### src/rtl/uart_tx_sched.sv
// uart_tx_sched: shares one byte-level UART transmitter between single-character host
// commands and a periodic streaming timer. Axis samples are snapshotted at grant and
// serialised as single bytes or multi-byte frames over a start/busy handshake.
// Optional feature macro: UART_FRAME_CHECKSUM_EN (appends an 8-bit sum byte to frames).
module uart_tx_sched #(
  parameter int unsigned STREAM_DIV = 5_000_000,
  parameter logic [7:0]  HDR        = 8'hA5
) (
  input  logic        clk,
  input  logic        rst,
  input  logic        rx_valid,
  input  logic [7:0]  rx_data,
  input  logic [12:0] x_axis,
  input  logic [12:0] y_axis,
  input  logic [12:0] z_axis,
  input  logic        tx_busy,
  output logic        tx_start,
  output logic [7:0]  tx_data,
  output logic        frame_active,
  output logic        stream_on,
  output logic        cmd_drop
);

  localparam logic [7:0] CMD_LX = 8'h78;
  localparam logic [7:0] CMD_LY = 8'h79;
  localparam logic [7:0] CMD_LZ = 8'h7A;
  localparam logic [7:0] CMD_HX = 8'h58;
  localparam logic [7:0] CMD_HY = 8'h59;
  localparam logic [7:0] CMD_HZ = 8'h5A;
  localparam logic [7:0] CMD_A  = 8'h61;
  localparam logic [7:0] CMD_S  = 8'h73;
  localparam logic [7:0] CMD_SS = 8'h53;

`ifdef UART_FRAME_CHECKSUM_EN
  localparam logic [2:0] FRAME_LAST = 3'd7;
`else
  localparam logic [2:0] FRAME_LAST = 3'd6;
`endif

  localparam logic [31:0] DIV_LAST = 32'(STREAM_DIV - 1);

  typedef enum logic [1:0] {StIdle, StSend, StAck, StDone} state_t;

  state_t      state;
  logic        cmd_pend;
  logic [7:0]  cmd_byte;
  logic        stream_pend;
  logic [31:0] stream_cnt;
  logic [7:0]  cur_cmd;
  logic [2:0]  idx;
  logic [12:0] snap_x;
  logic [12:0] snap_y;
  logic [12:0] snap_z;

  logic       grant_cmd;
  logic       grant_stream;
  logic       tick;
  logic [7:0] grant_byte;
  logic [2:0] last_idx;
  logic [2:0] idx_next;

  function automatic logic [7:0] lo(input logic [12:0] a);
    return a[7:0];
  endfunction

  function automatic logic [7:0] hi(input logic [12:0] a);
    return {a[12], a[12], a[12], a[12:8]};
  endfunction

  // Byte to transmit for a given command and byte index; 'a' selects the frame layout.
  function automatic logic [7:0] pick(input logic [7:0] cmd, input logic [2:0] i,
                                      input logic [12:0] ax, input logic [12:0] ay,
                                      input logic [12:0] az);
    logic [7:0] b;
    b = 8'h00;
    case (cmd)
      CMD_LX: b = lo(ax);
      CMD_LY: b = lo(ay);
      CMD_LZ: b = lo(az);
      CMD_HX: b = hi(ax);
      CMD_HY: b = hi(ay);
      CMD_HZ: b = hi(az);
      CMD_A: begin
        case (i)
          3'd0:    b = HDR;
          3'd1:    b = lo(ax);
          3'd2:    b = hi(ax);
          3'd3:    b = lo(ay);
          3'd4:    b = hi(ay);
          3'd5:    b = lo(az);
          3'd6:    b = hi(az);
`ifdef UART_FRAME_CHECKSUM_EN
          3'd7:    b = lo(ax) + hi(ax) + lo(ay) + hi(ay) + lo(az) + hi(az);
`endif
          default: b = 8'h00;
        endcase
      end
      default: b = 8'h00;
    endcase
    return b;
  endfunction

  // Grant decode: a queued command always beats a pending stream frame.
  always_comb begin
    grant_cmd    = (state == StIdle) && cmd_pend;
    grant_stream = (state == StIdle) && !cmd_pend && stream_pend;
    grant_byte   = grant_cmd ? cmd_byte : CMD_A;
    tick         = stream_on && (stream_cnt == DIV_LAST);
    last_idx     = (cur_cmd == CMD_A) ? FRAME_LAST : 3'd0;
    idx_next     = idx + 3'd1;
  end

  // Command slot, streaming enable, stream timer and coalescing pending flag.
  always_ff @(posedge clk or posedge rst) begin
    if (rst) begin
      cmd_pend    <= 1'b0;
      cmd_byte    <= 8'h00;
      cmd_drop    <= 1'b0;
      stream_on   <= 1'b0;
      stream_pend <= 1'b0;
      stream_cnt  <= 32'd0;
    end else begin
      cmd_drop <= 1'b0;
      if (grant_cmd)    cmd_pend    <= 1'b0;
      if (grant_stream) stream_pend <= 1'b0;
      if (stream_on) begin
        if (tick) begin
          stream_cnt  <= 32'd0;
          stream_pend <= 1'b1;
        end else begin
          stream_cnt <= stream_cnt + 32'd1;
        end
      end else begin
        stream_cnt <= 32'd0;
      end
      if (rx_valid) begin
        if (rx_data == CMD_S) begin
          stream_on <= 1'b1;
        end else if (rx_data == CMD_SS) begin
          // Stop also drops any tick that has not been granted yet.
          stream_on   <= 1'b0;
          stream_pend <= 1'b0;
          stream_cnt  <= 32'd0;
        end else if (!cmd_pend || grant_cmd) begin
          cmd_pend <= 1'b1;
          cmd_byte <= rx_data;
        end else begin
          cmd_drop <= 1'b1;
        end
      end
    end
  end

  // Transaction FSM with registered tx_start/tx_data/frame_active.
  always_ff @(posedge clk or posedge rst) begin
    if (rst) begin
      state        <= StIdle;
      tx_start     <= 1'b0;
      tx_data      <= 8'h00;
      frame_active <= 1'b0;
      cur_cmd      <= 8'h00;
      idx          <= 3'd0;
      snap_x       <= 13'd0;
      snap_y       <= 13'd0;
      snap_z       <= 13'd0;
    end else begin
      case (state)
        StIdle: begin
          if (grant_cmd || grant_stream) begin
            snap_x       <= x_axis;
            snap_y       <= y_axis;
            snap_z       <= z_axis;
            cur_cmd      <= grant_byte;
            idx          <= 3'd0;
            frame_active <= 1'b1;
            // Snapshot lands this edge, so the first byte comes from the live inputs.
            tx_data      <= pick(grant_byte, 3'd0, x_axis, y_axis, z_axis);
            tx_start     <= !tx_busy;
            state        <= StSend;
          end
        end
        StSend: begin
          if (tx_start) begin
            tx_start <= 1'b0;
            state    <= StAck;
          end else begin
            tx_start <= !tx_busy;
          end
        end
        StAck: begin
          state <= StDone;
        end
        StDone: begin
          if (!tx_busy) begin
            if (idx != last_idx) begin
              idx      <= idx_next;
              tx_data  <= pick(cur_cmd, idx_next, snap_x, snap_y, snap_z);
              tx_start <= 1'b1;
              state    <= StSend;
            end else begin
              frame_active <= 1'b0;
              state        <= StIdle;
            end
          end
        end
        default: state <= StIdle;
      endcase
    end
  end

endmodule

### config.mk
export PLATFORM = sky130hd
export DESIGN_NAME = uart_tx_sched
export DESIGN_NICKNAME = d
export VERILOG_FILES = /design/src/rtl/uart_tx_sched.sv
export SDC_FILE = /design/constraint.sdc
export NUM_CORES = 1
export LEC_CHECK = 0
export ABC_AREA = 0
export CORE_MARGIN = 1
export CORE_UTILIZATION = 57
export DETAILED_ROUTE_END_ITERATION = 10
export PLACE_DENSITY = 0.77
export SLEW_MARGIN = 20
export SYNTH_ARGS = -nofsm -noshare
export SYNTH_HDL_FRONTEND = slang
export SYNTH_SLANG_ARGS = --single-unit
### constraint.sdc
create_clock -name clk -period 4.24 [get_ports clk]
set_input_delay 0.424 -clock clk [delete_from_list [all_inputs] [get_ports clk]]
set_output_delay 0.424 -clock clk [all_outputs]
set_load 0.03 [all_outputs]
## Word-level counts from Yosys, hierarchy flattened

Cells that the tools add are included.

- Memories kept: 0
- Register bits after elaboration: 106
- Output and inout bits: 12
- Memory bits (read-only): 0
- Bits of input ports: 51
- RAM bits: 0
- Word-level logic and storage cells: 120
- Latch bits: 0

- Multiplexer cells: 49
- Reductions and logical operators: 20
- Bitwise gates (word level): 2
- Div/mod/pow operators: 0
- Eq/ne operators: 32
- Shifts and indexed selects: 0
- $add $sub $neg: 2
- $mul: 0
- Magnitude comparators: 0

Operators with widths:

| operator | number |
|---|---|
| case mux 8 bit (7 select lines) | 3 |
| two-way mux 32 bit | 5 |
| == test 8 x 7 -> 1 bit (second input constant) | 16 |
| adder 32 x 1 -> 32 bit (second input constant) | 1 |
| == test 32 x 23 -> 1 bit (second input constant) | 1 |
| two-way mux 8 bit | 4 |
| two-way mux 1 bit | 25 |
| case mux 8 bit (2 select lines) | 1 |
| AND reduction 4 bit | 4 |
| two-way mux 3 bit | 4 |
| == test 3 bit (second input constant) | 3 |
| != test 2 bit (second input constant) | 4 |
| case mux 2 bit (4 select lines) | 1 |
| == test 3 x 2 -> 1 bit (second input constant) | 2 |
| two-way mux 2 bit | 3 |
| case mux 3 bit (2 select lines) | 1 |
| == test 2 bit (second input constant) | 2 |
| logical AND 1 bit | 4 |
| AND reduction 2 bit | 2 |
| nonzero test 2 bit | 2 |
| adder 3 x 1 -> 3 bit (second input constant) | 1 |
| == test 3 x 1 -> 1 bit (second input constant) | 1 |
| logical NOT 3 bit | 1 |
| != test 3 bit | 1 |
| other kinds (10) | 13 |

## Logic depth before layout (Yosys ltp)

Gate-level depths: netlist (run 1).

- Depth after elaboration: 9
- Depth in mapped cells: 8
- Depth with buffers taken out: 7

## Worst setup path after synthesis (run 1)

Ideal clock, no wire load.

- Path kind: register -> register
- From: register idx[0]
- To: register tx_data[4]
- Stages on the path, launching flop included: 8
- Path buffers: 1
- Arrival: 1.960 ns
- Setup time: 0.126 ns
- Data required time: 4.114 ns
- Period minus slack after synthesis: 2.086 ns
- Path slack: 2.154 ns
- Path through: dfrtp_1 -> ha_1 -> xnor2_2 -> buf_4 -> mux2i_1 -> o22ai_1 -> a22o_1 -> a221o_1

- Cells in the longest elaborated chain, start to end: 7
- Elaborated cells between the ends (all ways): 16
- Classes of those cells: 1 x add/sub; 8 x eq/ne; 5 x mux; 2 x reduce/logical

RTL lines:

| what | line | text |
|---|---|---|
| start, declared | 50 | `logic [2:0] idx;` |
| start signal, assigned | 196 | `idx <= idx_next;` |
| adder 3 x 1 -> 3 bit | 110 | `idx_next = idx + 3'd1;` |
| == test 3 bit, or another cell as far along | 84 | `case (i)` |
| case mux 8 bit (7 select lines) | 84 |  |
| case mux 8 bit (7 select lines) | 76 | `case (cmd)` |
| two-way mux 8 bit | 195 | `if (idx != last_idx) begin` |
| two-way mux 8 bit | 194 | `if (!tx_busy) begin` |
| case mux 8 bit (2 select lines) | 167 | `case (state)` |
| end signal, assigned | 177 | `tx_data <= pick(grant_byte, 3'd0, x_axis, y_axis, z_axis);` |
| end signal, assigned | 197 | `tx_data <= pick(cur_cmd, idx_next, snap_x, snap_y, snap_z);` |
| end, declared | 18 | `output logic [7:0] tx_data,` |

Several ways; a longest one is shown, not always the timed one. The select of a mux whose other input is x is not followed.
A chain may end at the register's enable or synchronous reset.

## Worst setup path after layout (run 1)

- From: register cur_cmd[0]
- To: register idx[0]

- Cells in the longest elaborated chain, start to end: 5

RTL lines:

| what | line | text |
|---|---|---|
| start, declared | 49 | `logic [7:0] cur_cmd;` |
| start signal, assigned | 173 | `cur_cmd <= grant_byte;` |
| == test 8 x 7 -> 1 bit | 109 | `last_idx = (cur_cmd == CMD_A) ? FRAME_LAST : 3'd0;` |
| two-way mux 3 bit | 109 |  |
| != test 3 bit | 195 |  |
| != test 2 bit (no line) | -- |  |
| AND reduction 4 bit (no line) | -- |  |

Every way passes these cells.

==> results of run 1 <==
sequential cells by signal (all words and copies together) (netlist names):
name,cells
frame_active,1
cmd_drop,1
idx,3
stream_on,1
snap_z,13
snap_y,13
snap_x,13
tx_data,8
stream_cnt,32
state,2
cmd_byte,8
cmd_pend,1
tx_start,1
cur_cmd,8
stream_pend,1
layout by cell type (no fill, tap or decap), drive strengths merged, types with 3 or more instances in the layout:
cell type,instances
o211ai,5
mux4,4
a21oi,17
xnor2,13
ha,11
xor2,13
a222oi,5
a31o,3
a22oi,5
nand3,21
nor3,14
inv,19
nor4,7
a22o,10
nor3b,3
o21ai,14
mux2,15
nor4bb,3
nand2,154
a211oi,5
or3,3
o32ai,3
and3,7
dfrtp,106
clkdlybuf4s50,62
a221o,8
mux2i,27
and2,6
nor2,55
o2bb2ai,9
and4,5
buf,8
clkbuf,10
nand3b,3
nand4,12
bufinv,3
a221oi,8
worst max-delay path, cell delays in order (launching register included):
cell and delay, ps:
dfrtp_1 690, nor2b_1 760, nand3_2 290, mux2i_2 280, o21ai_1 740, o21ai_0 200
cell type report:
type                    count  area, um^2  area share, %
multi-input cells         494        3181          45.42
flip-flops and latches    106        2653          37.88
repair buffers             70       680.7          9.719
well taps                 136       170.2          2.430
clock buffers              10       137.6          1.965
clock inverters             6       111.4          1.590
inverters                  18       70.07          1.001
power groups by stage:
stage          Combinational (mW)  Clock (mW)  Sequential (mW)
2_1_floorplan                1.37           0             1.61
3_3_place_gp                 1.79           0             1.71
3_5_place_dp                 1.84           0             1.72
4_1_cts                      1.85       0.782             1.71
5_1_grt                      2.06       0.811             1.76
6_report                     1.87       0.764             1.73
layer usage:
| metal | track usage, % | up-vias | wire [um] |
|---|---|---|---|
| li1 | - | 2421 | - |
| met4 | 9.557 | 0 | 287 |
| met3 | 6.051 | 34 | 1048 |
| met2 | 49.20 | 188 | 7510 |
| met5 | 0 | - | 0 |
| met1 | 40.59 | 2573 | 6854 |
how the worst max path moves through the flow:
stage | start | to | cells after the start
after floorplan | rst | cmd_byte[0] | 1
after global placement | cur_cmd[1] | idx[0] | 5
after detailed placement | cur_cmd[1] | idx[0] | 5
after CTS | cur_cmd[0] | idx[0] | 5
after global routing | cur_cmd[0] | idx[0] | 5
final | cur_cmd[0] | idx[0] | 5
logic make-up after synthesis:
kind of cell	synth area share, %
buf+inv	3.681
mux	8.811
flops	43.85
simple gates	23.12
xor+xnor	3.888
fa+ha+maj	2.275
compound gates	14.37
==> metrics.cfg, run 1 <==
[critical_path]
cp_max_fo=14
r2r_setup_slack_ps=1130
cp-end-kind=flip-flop
r2r_start=cur_cmd[0]
critPathKind=reg -> reg
r2r.worst_path.cells=5
cp-start-kind=flip-flop
worstPathArrival_ps=3340
r2r-end=idx[0]
worstPathRequired_ps=4470

[power_and_ir_drop]
leakagePower_nw=3.062
power.total_mw=4.360
comb_power_share_pct=42.8
p_clk_share_pct=17.5
power.share.switching_pct=41.69
power.internal_mw=2.542
vdd_drop_max_uv=346.3
power.density_nw_per_um2=622.6
p_seq_share_pct=39.6
p_switching_mw=1.818

[synth]
syn_area_per_cell_um2=9.278
synthesis.nets=714
yosysTopAreaCell=dfrtp_1
yosysSeqAreaShare_pct=43.85
yosysWarningCount=0
syn_inst=652
synth-seq-cells=106
syn_area_um2=6050
ys_top_cells_by_area=dfrtp_1, nand2_1, mux2i_1
async_reset_ff_share_pct=100.0
synth_top_area_share_pct=43.85
ys_types=69
synth.most_common_cell=nand2_1
synth_edf_count=0
synthFlopType=dfrtp_1
synth_common_cells=nand2_1, dfrtp_1, nor2_1, mux2i_1, clkbuf_1

[floorplanning]
die_h_um=105.0
initial_utilization_pct=58.60
dieArea_um2=11030
coreArea_um2=10320
row_count=37
die_w_um=105.0
io_pins=63

[timing]
whs_ps=462.1
max_freq_mhz=321.2
fin_crit_ps=3113
drv_slew=0
slew_headroom_pct=36.24
fin_tns_setup_ps=0
rsz0062_at_grt=false
hold_viol=0
fin_crit_sh_pct=73.43
max_slew.worst_pin.slew_ps=951.7
setup_viol=0
clock_skew_ps=7.079
post-route-worst-setup-slack_ps=1127

[routing]
wire_per_inst_um=18.69
routed_via_density=6.210
dr.pass1.iters=6
drt_iter0_markers=474
vias=5216
postRouteAntennaNets=0
drc_errors=0
wl_um=15700

[clock_tree]
cts_num_sinks=106
postCtsSetupBuffers=0
cts_buffers=9
clkTransAtPathRegs_ps=100
cts_hold_buffers=0
post_cts_resized=0
ctsRootBufferMaster=clkbuf_8
cts_buffer_depth=2
clk_latency_ps=380
cts_max_level=3
cts_tree=done

[global_route]
grt_max_degree=49
antenna_found_initial=0
overflow=0
grt_pass1_vias=5191
grt_pass1_wl_um=26010
track_usage_pct=30.18

[final_layout]
finish.instance_area_um2=7003
layout-drive-gt1-share_pct=8.807
fin_cells=840
post-route-util_pct=67.83
n_fill_cell=843
final_nets=761
syn_to_final_growth_pct=15.76
n_antenna_cell=0

[hold_path]
hp-class=in -> async

[placement]
dpl_cell_area_um2=6754
place_inst=824
hpwl_um=11250
place.gp.congestion=0.8783
place_ws_ps=1185
port_buffers=62

[run]
maxCapViolations=0

[status]
status=finished, final reports clean

(Power assumes the default switching activity.)
==> run 2: changes to the inputs <==
Clock period 4.24 ns to 3 ns, I/O delays scaled along.
==> run 2 against run 1 <==
Combinational power grew 49%; final area is 0.41% higher; global-route usage rose by 0.40 points; critical path type unchanged; largest power group unchanged.
==> metrics.cfg, run 2 (synthesis results as in run 1) <==
[routing]
wire_per_inst_um=18.76  ; +0.39%
postRouteAntennaNets=0  ; unchanged
vias=5277  ; +1.2%
drc_errors=0  ; unchanged
wl_um=15870  ; +1.1%
dr.pass1.iters=8  ; +2
drt_iter0_markers=501  ; +5.7%
routed_via_density=6.238  ; +0.45%

[power_and_ir_drop]
comb_power_share_pct=45.6  ; +2.8 points
power.internal_mw=3.524  ; +39%
p_switching_mw=2.593  ; +43%
p_seq_share_pct=38.3  ; -1.3 points
power.share.switching_pct=42.39  ; +0.70 points
vdd_drop_max_uv=652.6  ; +88%
leakagePower_nw=3.066  ; +0.13%
p_clk_share_pct=16.1  ; -1.4 points
power.total_mw=6.117  ; +40%
power.density_nw_per_um2=870.0  ; +40%

[critical_path]
slowest_delay_ps=650  ; -110 ps
critPathKind=reg -> reg
cp-start-kind=flip-flop
critical_path.top_delay_family=compound AO/OA/AOI/OAI gates
cp_max_fo=8  ; -6
worstPathRequired_ps=3270  ; -1200 ps
critPathSlowestCell=o21ai_0
cp_cell_sequence=inv_1, ha_1, and2_1, o41ai_2, o21ai_0, a21oi_1, a221o_1
cp-end-kind=flip-flop
crit_buf_inv=1  ; +1
worstPathArrival_ps=2870  ; -470 ps

[floorplanning]
initial_utilization_pct=58.60  ; unchanged
row_count=37  ; unchanged
die_h_um=105.0  ; unchanged
dieArea_um2=11030  ; unchanged
die_w_um=105.0  ; unchanged
coreArea_um2=10320  ; unchanged
io_pins=63  ; unchanged

[final_layout]
largest_reg_flops=32  ; unchanged
multi_input_area_um2=3181  ; unchanged
finish.instance_area_um2=7032  ; +0.41%
n_antenna_cell=0  ; unchanged
regArea_um2=2653  ; unchanged
layout-drive-gt1-share_pct=9.437  ; +0.63 points
n_fill_cell=833  ; -1.2%
mostFrequentLayoutCells=nand2_1, dfrtp_1, clkdlybuf4s50_1
final_nets=767  ; +0.79%
regMostFlops=stream_cnt
syn_to_final_growth_pct=16.24
layout_commonest_cell=nand2_1

[timing]
fin_crit_sh_pct=86.63  ; +13 points
max_freq_mhz=384.8  ; +20%
slew_headroom_pct=40.78  ; +4.5 points
drv_slew=0  ; unchanged
hold_viol=0  ; unchanged
fin_crit_ps=2599  ; -514.6 ps
whs_ps=325.8  ; -136.3 ps
setup_viol=0  ; unchanged
rsz0062_at_grt=false
clock_skew_ps=17.08  ; +10.00 ps
fin_tns_setup_ps=0  ; unchanged
max_slew.worst_pin.slew_ps=882.3  ; -69.37 ps

[clock_tree]
postCtsSetupBuffers=0  ; unchanged
clk_latency_ps=400  ; +20 ps
post_cts_resized=0  ; unchanged
clkTransAtPathRegs_ps=100  ; about the same
cts_num_sinks=106  ; unchanged
ctsRootBufferMaster=clkbuf_8
cts_max_level=3  ; unchanged
cts_tree=done
cts_buffer_depth=2  ; unchanged
cts_hold_buffers=0  ; unchanged
cts_buffers=9  ; unchanged

[status]
status=finished, final reports clean

[global_route]
grt_pass1_vias=5180  ; -0.21%
antenna_found_initial=0  ; unchanged
grt_max_degree=64  ; +31%
overflow=0  ; unchanged
track_usage_pct=30.59  ; +0.40 points
grt_pass1_wl_um=26060  ; +0.21%

[run]
maxCapViolations=0  ; unchanged

[placement]
port_buffers=62  ; unchanged
hpwl_um=11210  ; -0.35%
place.gp.congestion=0.8802  ; +0.22%
dpl_cell_area_um2=6813  ; +0.87%

[hold_path]
hp-class=in -> async

## run 2: changes by cell type in the layout (fill, tap and decap cells not counted)
cell	before	now
buf_12	0	1
buf_4	8	13
bufinv_16	3	2
clkbuf_1	0	1
clkbuf_8	10	9
clkinv_2	1	0
clkinv_4	0	1
clkinvlp_4	1	4
inv_4	1	0
inv_6	1	0
## run 2: path summary, 6_finish.rpt
kind / slack [ps] / start / depth (start not counted) / end
worst max-delay path: 400 / state[0] / 7 / tx_data[2]
worst min-delay path: 330 / rst / 2 / snap_x[11]
worst max register to register: 400 / state[0] / 7 / tx_data[2]
worst min register to register: 520 / snap_x[9] / 2 / snap_x[9]
max in group asynchronous: 1960 / rst / 3 / cmd_byte[0]
min in group clk: 440 / y_axis[5] / 3 / snap_y[5]
## run 2: power by group through the flow
stage / combinational (mW) / sequential, mW / clock, mW
2_1_floorplan: 1.93 / 2.28 / 0
4_1_cts: 2.75 / 2.32 / 0.997
6_report: 2.79 / 2.34 / 0.985
3_5_place_dp: 2.74 / 2.34 / 0
5_1_grt: 3.05 / 2.39 / 1.05
3_3_place_gp: 2.65 / 2.32 / 0
## run 2: metrics by stage
step,setup WS [ps],utilization (%),instances
after global placement,640.7,65.99,830
final,401.2,68.11,846
after detailed placement,455.7,65.99,830
after global routing,207.7,68.11,846
after CTS,457.7,68.11,846
after floorplan,914.1,-,652
## run 2: cell type report
class,instances,area share (%)
well taps,136,2.420
repair buffers,76,10.50
clock buffers,10,1.815
flip-flops and latches,106,37.72
inverters,18,1.014
multi-input cells,494,45.23
clock inverters,6,1.299
## run 2: metal layers
| layer | vias to the layer above | track usage (%) | routed length (um) |
|---|---|---|---|
| li1 | 2426 | - | - |
| met1 | 2573 | 40.78 | 6825 |
| met2 | 241 | 49.24 | 7460 |
| met3 | 37 | 7.673 | 1271 |
| met4 | 0 | 9.457 | 317 |
| met5 | - | 0 | 0 |
==> run 3: changes to the inputs <==
Settings changed: CORE_UTILIZATION 57 to 48, PLACE_DENSITY 0.77 to 0.66, SLEW_MARGIN 20 to default.
==> run 3 against run 2 <==
Clock power up 22%; combinational power about the same; first-iteration DRC count down 5.4%; count of clock-buffer cells in the layout up 1; hold slack better by 100 ps; sequential share of layout area down 0.73 points; flip-flop and latch count unchanged; final area up 2.0%; critical endpoint unchanged; largest power group unchanged; highest routed layer unchanged.
==> metrics.cfg, run 3 (synthesis results as in run 1) <==
[clock_tree]
cts_buffers=9  ; unchanged
cts_max_level=3  ; unchanged
post_cts_resized=0  ; unchanged
clkTransAtPathRegs_ps=70  ; -30 ps
clk_latency_ps=360  ; -40 ps
cts_tree=done
ctsRootBufferMaster=clkbuf_16
cts_num_sinks=106  ; unchanged
cts_hold_buffers=0  ; unchanged
cts_buffer_depth=2  ; unchanged
postCtsSetupBuffers=0  ; unchanged

[placement]
hpwl_um=11750  ; +4.8%
place.gp.congestion=0.8968  ; +1.9%
place_ws_ps=545.4  ; +89.73 ps
place_inst=865  ; +4.2%
port_buffers=62  ; unchanged

[timing]
fin_tns_setup_ps=0  ; unchanged
max_freq_mhz=399.5  ; +3.8%
fin_crit_sh_pct=83.44  ; -3.2 points
max_slew.worst_pin.slew_ps=787.6  ; -94.71 ps
post-route-worst-setup-slack_ps=496.9  ; +95.65 ps
rsz0062_at_grt=false
drv_slew=0  ; unchanged
setup_viol=0  ; unchanged
fin_crit_ps=2503  ; -95.65 ps
slew_headroom_pct=46.94  ; +6.2 points
hold_viol=0  ; unchanged
clock_skew_ps=7.182  ; -9.901 ps

[floorplanning]
die_w_um=114.3  ; +8.8%
initial_utilization_pct=49.74  ; -8.9 points
die_h_um=114.3  ; +8.8%
dieArea_um2=13060  ; +18%
io_pins=63  ; unchanged
row_count=40  ; +8.1%
coreArea_um2=12160  ; +18%

[critical_path]
critPathSlowestCell=xnor2_2
slowest_delay_ps=490  ; -160 ps
cp_max_fo=7  ; -1
cp-end-kind=flip-flop
worstPathRequired_ps=3240  ; -30 ps
crit_start=idx[0]
critical_path.top_delay_family=compound AO/OA/AOI/OAI gates
worstPathArrival_ps=2740  ; -130 ps
cp-start-kind=flip-flop
crit_buf_inv=0  ; -1
critPathKind=reg -> reg
r2r_start=idx[0]
cp_cell_sequence=ha_1, xnor2_2, mux2_2, a221oi_1, o32ai_1, a221o_1

[final_layout]
n_fill_cell=1082  ; +30%
fin_cells=880  ; +4.0%
largest_reg_flops=32  ; unchanged
mostFrequentLayoutCells=nand2_1, dfrtp_1, clkdlybuf4s50_1
regMostFlops=stream_cnt
final_nets=770  ; +0.39%
layout-drive-gt1-share_pct=9.691  ; +0.25 points
syn_to_final_growth_pct=18.53
layout_commonest_cell=nand2_1
n_antenna_cell=0  ; unchanged

[routing]
wire_per_inst_um=18.59  ; -0.94%
vias=5177  ; -1.9%
wl_um=16360  ; +3.0%
routed_via_density=5.883  ; -5.7%
drc_errors=0  ; unchanged
drt_iter0_markers=474  ; -5.4%
postRouteAntennaNets=0  ; unchanged
dr.pass1.iters=6  ; -2

[status]
status=finished, final reports clean

[power_and_ir_drop]
p_switching_mw=2.621  ; +1.1%
p_clk_share_pct=18.9  ; +2.8 points
comb_power_share_pct=44.1  ; -1.5 points
power.share.switching_pct=41.21  ; -1.2 points
power.density_nw_per_um2=887.1  ; +2.0%
p_seq_share_pct=36.9  ; -1.4 points
leakagePower_nw=3.127  ; +2.0%
power.internal_mw=3.740  ; +6.1%
vdd_drop_max_uv=343.8  ; -47%

[global_route]
overflow=0  ; unchanged
track_usage_pct=26.43  ; -4.2 points
grt_max_degree=51  ; -20%
grt_pass1_vias=5166  ; -0.27%
antenna_found_initial=0  ; unchanged
grt_pass1_wl_um=26390  ; +1.3%

[hold_path]
hp-class=in -> async

[run]
maxCapViolations=0  ; unchanged

==> run 3: cell types whose count changed in the layout (fill, tap and decap cells not counted), sizes merged <==
| cell | before | now |
|---|---|---|
| clkinvlp | 4 | 1 |
| clkinv | 1 | 3 |
| buf | 14 | 17 |
| clkbuf | 10 | 11 |
| bufinv | 2 | 1 |
==> run 3: cell type report <==
cell class                      count  area (um^2)  area share (%)
Tap cell                          168        210.2           2.931
Clock inverter                      4        52.55          0.7329
Multi-Input combinational cell    494         3181           44.36
Inverter                           18        71.32          0.9946
Timing Repair Buffer               79        760.7           10.61
Sequential cell                   106         2653           36.99
Clock buffer                       11        242.7           3.385
==> run 3: final timing paths <==
kind / endpoint / slack (ps) / cells after the start
min in group clk: snap_y[7] / 490 / 3
max in group asynchronous: snap_z[11] / 1850 / 3
setup reg to reg: tx_data[2] / 500 / 6
setup / recovery: tx_data[2] / 500 / 6
hold / removal: snap_z[8] / 430 / 2
hold reg to reg: cur_cmd[7] / 500 / 1
==> run 3: layer usage <==
layer  part of all wire (%)  track usage [%]  vias to the layer above
met3                    7.1            6.035                       24
met1                     44            35.21                     2516
met4                    1.8            9.091                        0
met2                     47            42.55                      204
met5                      0                0                        -
li1                       -                -                     2433
==> run 3: worst register-to-register path, delay by kind of cell (launching register included) <==
family | cells | cell delay [ps]
muxes | 1 | 410
adders and majority gates | 1 | 310
xor gates and xnor gates | 1 | 500
AOI/OAI and AO/OA | 3 | 710
DFF | 1 | 460
==> run 3: stage by stage <==
step                util (%)  instance area (um^2)  hold slack [ps]  power (mW)
floorplan                  -                  6053            405.4       4.214
global placement       56.53                  6875            484.6       5.017
detailed placement     56.53                  6875            494.6       5.120
CTS                    58.96                  7171            443.4       6.344
global route           58.96                  7171            484.9       6.728
finish                 58.96                  7171            426.4       6.361
==> run 3: power groups by stage <==
stage	registers, mW	clock network, mW	logic, mW
6_report	2.35	1.20	2.81
5_1_grt	2.38	1.28	3.07
4_1_cts	2.34	1.23	2.78
3_5_place_dp	2.36	0	2.76
3_3_place_gp	2.33	0	2.69
2_1_floorplan	2.28	0	1.93
